===== src/rtl/demux_1to2_stream_if.sv =====
// Stream bundle for the 1:2 demultiplexer: one valid/ready input
// channel carrying a select bit and a mode bit, and two valid/ready
// output channels.
interface demux_1to2_stream_if #(
    parameter int WIDTH = 8
);
    logic             in_valid;
    logic             in_ready;
    logic [WIDTH-1:0] in_data;
    logic             in_s;
    logic             auto_mode;

    logic             out0_valid;
    logic             out0_ready;
    logic [WIDTH-1:0] out0_data;

    logic             out1_valid;
    logic             out1_ready;
    logic [WIDTH-1:0] out1_data;

    // Environment view: drives the producer side and the consumer readys.
    modport master (
        output in_valid, in_data, in_s, auto_mode, out0_ready, out1_ready,
        input  in_ready, out0_valid, out0_data, out1_valid, out1_data
    );

    // Demultiplexer view.
    modport slave (
        input  in_valid, in_data, in_s, auto_mode, out0_ready, out1_ready,
        output in_ready, out0_valid, out0_data, out1_valid, out1_data
    );
endinterface


===== src/rtl/demux_1to2_stream.sv =====
// Registered 1:2 stream demultiplexer. Each input word is steered to
// one of two output register stages, chosen by in_s or by a
// round-robin pointer. Each channel counts the words it accepted.
module demux_1to2_stream #(
    parameter int WIDTH = 8,
    parameter int CNT_W = 8
) (
    input  logic                  clk,
    input  logic                  rst,
    demux_1to2_stream_if.slave    bus,
    output logic [CNT_W-1:0]      cnt0,
    output logic [CNT_W-1:0]      cnt1,
    output logic                  rr_ptr
);

    logic       rr_ptr_reg;
    logic       dest;
    logic [1:0] out_ready;
    logic [1:0] out_valid;
    logic [1:0] chan_free;
    logic       in_ready_int;
    logic       accept;

    assign out_ready = {bus.out1_ready, bus.out0_ready};

    // Destination and handshake: a channel is free when empty or draining.
    always_comb begin
        dest         = bus.auto_mode ? rr_ptr_reg : bus.in_s;
        chan_free    = ~out_valid | out_ready;
        in_ready_int = chan_free[dest];
        accept       = bus.in_valid & in_ready_int;
    end

    assign bus.in_ready = in_ready_int;

    genvar gi;
    generate
        for (gi = 0; gi < 2; gi++) begin : g_ch
            logic             valid_reg;
            logic [WIDTH-1:0] data_reg;
            logic [CNT_W-1:0] cnt_reg;

            // Channel stage: refill wins over drain so a simultaneous
            // drain and refill keeps valid high with the new word.
            always_ff @(posedge clk) begin
                if (rst) begin
                    valid_reg <= 1'b0;
                    data_reg  <= '0;
                    cnt_reg   <= '0;
                end else if (accept && (dest == 1'(gi))) begin
                    valid_reg <= 1'b1;
                    data_reg  <= bus.in_data;
                    cnt_reg   <= cnt_reg + 1'b1;
                end else if (valid_reg && out_ready[gi]) begin
                    valid_reg <= 1'b0;
                end
            end

            assign out_valid[gi] = valid_reg;
        end
    endgenerate

    // Round-robin pointer advances only on accepts made in auto mode.
    always_ff @(posedge clk) begin
        if (rst) begin
            rr_ptr_reg <= 1'b0;
        end else if (accept && bus.auto_mode) begin
            rr_ptr_reg <= ~rr_ptr_reg;
        end
    end

    assign bus.out0_valid = g_ch[0].valid_reg;
    assign bus.out0_data  = g_ch[0].data_reg;
    assign bus.out1_valid = g_ch[1].valid_reg;
    assign bus.out1_data  = g_ch[1].data_reg;
    assign cnt0           = g_ch[0].cnt_reg;
    assign cnt1           = g_ch[1].cnt_reg;
    assign rr_ptr         = rr_ptr_reg;

endmodule


===== src/flat_wrapper.sv =====
// flat-port wrapper written by rule: the top's interface ports become plain ports
module demux_1to2_stream_flat 
#(
    parameter int WIDTH = 8,
    parameter int CNT_W = 8
)
  (clk, rst, cnt0, cnt1, rr_ptr, bus_in_valid, bus_in_data, bus_in_s, bus_auto_mode, bus_out0_ready, bus_out1_ready, bus_in_ready, bus_out0_valid, bus_out0_data, bus_out1_valid, bus_out1_data);
  demux_1to2_stream_if #(.WIDTH(WIDTH)) bus_i ();
  input  logic clk;
  input  logic rst;
  output logic [CNT_W-1:0] cnt0;
  output logic [CNT_W-1:0] cnt1;
  output logic rr_ptr;
  input wire logic [$bits(bus_i.in_valid)-1:0] bus_in_valid;
  input wire logic [$bits(bus_i.in_data)-1:0] bus_in_data;
  input wire logic [$bits(bus_i.in_s)-1:0] bus_in_s;
  input wire logic [$bits(bus_i.auto_mode)-1:0] bus_auto_mode;
  input wire logic [$bits(bus_i.out0_ready)-1:0] bus_out0_ready;
  input wire logic [$bits(bus_i.out1_ready)-1:0] bus_out1_ready;
  output wire logic [$bits(bus_i.in_ready)-1:0] bus_in_ready;
  output wire logic [$bits(bus_i.out0_valid)-1:0] bus_out0_valid;
  output wire logic [$bits(bus_i.out0_data)-1:0] bus_out0_data;
  output wire logic [$bits(bus_i.out1_valid)-1:0] bus_out1_valid;
  output wire logic [$bits(bus_i.out1_data)-1:0] bus_out1_data;
  assign bus_i.in_valid = bus_in_valid;
  assign bus_i.in_data = bus_in_data;
  assign bus_i.in_s = bus_in_s;
  assign bus_i.auto_mode = bus_auto_mode;
  assign bus_i.out0_ready = bus_out0_ready;
  assign bus_i.out1_ready = bus_out1_ready;
  assign bus_in_ready = bus_i.in_ready;
  assign bus_out0_valid = bus_i.out0_valid;
  assign bus_out0_data = bus_i.out0_data;
  assign bus_out1_valid = bus_i.out1_valid;
  assign bus_out1_data = bus_i.out1_data;
  demux_1to2_stream #(.WIDTH(WIDTH), .CNT_W(CNT_W)) u_core (.clk(clk), .rst(rst), .bus(bus_i), .cnt0(cnt0), .cnt1(cnt1), .rr_ptr(rr_ptr));
endmodule

===== config.mk =====
export PLATFORM = sky130hd
export DESIGN_NAME = demux_1to2_stream_flat
export DESIGN_NICKNAME = d
export VERILOG_FILES = /design/src/rtl/demux_1to2_stream_if.sv /design/src/rtl/demux_1to2_stream.sv /design/src/flat_wrapper.sv
export SDC_FILE = /design/constraint.sdc
export NUM_CORES = 1
export LEC_CHECK = 0
export ABC_CLOCK_PERIOD_IN_PS = 2100
export CORE_MARGIN = 1.5
export CORE_UTILIZATION = 40
export DETAILED_ROUTE_END_ITERATION = 6
export PLACE_DENSITY = 0.74
export SYNTH_ARGS = -nofsm -noshare
export SYNTH_HDL_FRONTEND = slang
export SYNTH_SLANG_ARGS = --single-unit

===== constraint.sdc =====
create_clock -name clk -period 2.1 [get_ports clk]
set_clock_uncertainty 0.05 [all_clocks]
set_input_delay 0.315 -clock clk [delete_from_list [all_inputs] [get_ports clk]]
set_output_delay 0.315 -clock clk [all_outputs]
set_load 0.01 [all_outputs]

==> qor.tcl <==
set qor(hold_viol) 0
set qor(setup_violations) 0
set qor(timing.final.max_slew_violations) 0
set qor(max_cap_violations) 0
set qor(final_setup_margin_ps) 179
set qor(period_needed_ps) 1920
set qor(grt_pass1_wl_um) 5460
set qor(core_ar_mm2) 0.00339
set qor(r2r.worst_path.cells) 5
set qor(beginning_of_the_worst_register_to_register_path) {u_core.rr_ptr}
set qor(path_cells) {clkdlybuf4s50_1, mux2_4, nor2_1, a21oi_1, dlygate4sd2_1}
set qor(numPlacedInstances) 275
set qor(period_share_pct) 91.5
set qor(avgRoutedWirePerCell_um) 11.5
set qor(dp_worst_setup_slack_ps) -65.9
set qor(worst-endpoint-required_ps) 1740
set qor(clockRootBuffer) {clkbuf_4}
set qor(power.static_leakage_nw) 0.761
set qor(num_rows) 21
set qor(ios) 51
set qor(critical-path-slowest-cell) {clkdlybuf4s50_1}
set qor(floorplan.initialDensity_pct) 42.6
set qor(die_area_mm2) 0.00398
set qor(die_h_um) 63.1
set qor(reg2reg_slack_ps) 460
set qor(count_of_inserted_antenna_diode_cells) 0
set qor(seq_power_share_pct) 55.8
set qor(slew_headroom_pct) 69.9
set qor(path_class) {input port to output pin}
set qor(grt_pass1_vias) 1242
set qor(timing.hold.worst.class) {flip-flop to flip-flop}
set qor(dp.final_hpwl_um) 2410
set qor(die_w_um) 63.1
set qor(stdcell_area_mm2) 0.00211
set qor(synth-seq-cells) 35
set qor(synthArstFlopShare_pct) 0
set qor(largest_driver_fanout_on_the_critical_path) 4
set qor(crit_path_max_incr_delay_ps) 500
set qor(synth_enable_flop_cells) 0
set qor(detail_route.first_pass.iterations) 4
set qor(layoutNonFillerInstCount) 283
set qor(run_status) {completed}
set qor(clk_transition_reported_paths_ps) 110
set qor(fin_setup_tns_ps) 0
set qor(num_clock_sinks) 35
set qor(sw_frac_of_total_pct) 26.9
set qor(htreeDepth) 2
set qor(power.share.clock_pct) 27.5
set qor(final_common_cell) {clkdlybuf4s50_1}
set qor(netlist_top_cells_area) {dfxtp_1 49%, nand2_1 11%, a21oi_1 8.7%, xnor2_1 4.9%, nor2_1 3.9%}
set qor(synth.net_count) 192
set qor(post_synth_instance_area_mm2) 0.00144
set qor(worstReg2RegEnd) {u_core.cnt1[7]}
set qor(post_synth.cell_area_avg_um2) 8.25
set qor(placed_area_mm2) 0.00206
set qor(drt-initial-drc-count) 54
set qor(final_estimated_routing_congestion_in_global_placement) 0.801
set qor(timing.critical_path.to) {bus_in_ready}
set qor(cts_tree) {yes}
set qor(synth_cells) 175
set qor(number_of_port_buffers) 50
set qor(yosysUniqueCellTypes) 25
set qor(cp.arrival_ps) 1560
set qor(vdd_ir_drop_max_mv) 0.351
set qor(grt_setup_unrepaired) {false}
set qor(clk_path_buf_depth) 2
set qor(layout.cells.most_common_list) {49 x clkdlybuf4s50_1, 42 x nand2_1, 35 x dfxtp_1}
set qor(flow.area_growth_from_synthesis_pct) 46.4
set qor(globalRoute.totalOverflow) 0
set qor(final_antenna_net_count) 0
set qor(clock_latency_ps) 330
set qor(tritoncts.num_buffers) 5
set qor(cellInternalPower_mw) 0.932
set qor(routed_wirelength_um) 3260
set qor(critical_path.startpoint_type) {input port}
set qor(drt-vias-per-instance) 4.94
set qor(power.switching_mw) 0.342
set qor(netlist.top_cell.by_area) {dfxtp_1}
set qor(share_comb_of_total_power_pct) 16.7
set qor(critical_path.startpoint) {bus_auto_mode}
set qor(finalCoreUtilization_pct) 62.3
set qor(fillCellCount) 321
set qor(largest_net_degree_at_the_start_of_global_routing) 17
set qor(fmaxAchievable_ghz) 0.520
set qor(tightest_slew_ps) 452
set qor(p_per_area_mw_per_mm2) 603
set qor(endpoint_kind) {output pin}
set qor(synth_largest_type_area_fraction_pct) 48.5
set qor(synth_sequential_area_ratio_pct) 48.5
set qor(drt_drc_violations_left) 0
set qor(groute.usage.overall_pct) 17.5
set qor(synthesis.yosys.warnings) 0
set qor(primary_flip_flop_cell_chosen_by_synthesis_mapping) {dfxtp_1}
set qor(via_count) 1399
set qor(drive_above_1_share_pct) 11.0
set qor(design.final.nets) 253
set qor(antenna_found_initial) 0
## through the flow
step | power, mW | hold slack (ps)
3_3_place_gp | 0.940 | 390
6_report | 1.27 | 409
3_5_place_dp | 0.941 | 396
4_1_cts | 1.29 | 411
2_1_floorplan | 0.818 | 401
5_1_grt | 1.35 | 432
## layer usage
| metal | vias up | GRT usage (%) | wire length, µm | part of all wire, % |
|---|---|---|---|---|
| met2 | 47 | 27.8 | 1470 | 45 |
| met4 | 0 | 7.50 | 51 | 1.6 |
| li1 | 719 | - | - | - |
| met5 | - | 0 | 0 | 0 |
| met1 | 627 | 21.4 | 1470 | 45 |
| met3 | 6 | 6.07 | 277 | 8.5 |
## timing repair
| action | in CTS | in global routing |
|---|---|---|
| setup endpoints to repair | 1 | 0 |
| gates resized for setup | 1 | 0 |
| buffers inserted | 0 | 0 |
| hold buffers | 0 | 0 |
## synthesized netlist by cell type (2+ instances only)
cell / n
nand3_1: 5
xor2_1: 2
nor4_1: 4
and3_1: 4
o31ai_1: 2
nor2b_1: 2
a21oi_1: 25
or4_1: 2
buf_2: 3
nor3_1: 3
nand2b_1: 4
nor2_1: 15
xnor2_1: 8
clkbuf_1: 5
ha_1: 2
nand4_1: 4
nand2_1: 42
a31o_2: 2
dfxtp_1: 35
## power groups by stage
stage / registers (mW) / clock network, mW / logic (mW)
after floorplan: 0.737 / 0 / 0.0815
after global placement: 0.726 / 0 / 0.214
after detailed placement: 0.726 / 0 / 0.215
after CTS: 0.712 / 0.362 / 0.215
after global routing: 0.716 / 0.397 / 0.234
final: 0.711 / 0.350 / 0.213
## kinds of logic after synthesis
logic type,Yosys count,share of synthesized area (%)
compound gates,30,11.4
xor+xnor,10,6.07
fa+ha+maj,2,1.73
buf+inv,9,2.60
flops,35,48.5
mux,2,1.99
simple gates,87,27.7
## layout make-up
cell class | count | area (µm²) | area share [%]
clock inverters | 3 | 15.0 | 0.710
flip-flops and latches | 35 | 701 | 33.2
repair buffers | 63 | 597 | 28.2
clock buffers | 5 | 37.5 | 1.78
multi-input cells | 131 | 706 | 33.4
well taps | 46 | 57.6 | 2.72
## critical path, delay by kind of cell
| kind | cells | cell delay, ps |
|---|---|---|
| AND/OR/NAND/NOR | 1 | 90 |
| AO/OA/AOI/OAI | 1 | 40 |
| buffers and inverters | 2 | 790 |
| multiplexers | 1 | 330 |
## how the worst min path moves through the flow
| stage | from | to | cells past startpoint |
|---|---|---|---|
| 3_5_place_dp | u_core.bus.out0_data[6] | u_core.bus.out0_data[6] | 2 |
| 6_report | u_core.bus.out0_data[6] | u_core.bus.out0_data[6] | 2 |
| 3_3_place_gp | u_core.bus.out0_data[5] | u_core.bus.out0_data[5] | 2 |
| 5_1_grt | u_core.bus.out0_data[3] | u_core.bus.out0_data[3] | 2 |
| 2_1_floorplan | bus_in_data[0] | u_core.bus.out0_data[0] | 2 |
| 4_1_cts | u_core.bus.out0_data[6] | u_core.bus.out0_data[6] | 2 |
Note: power is estimated with default switching activity, not from simulation.
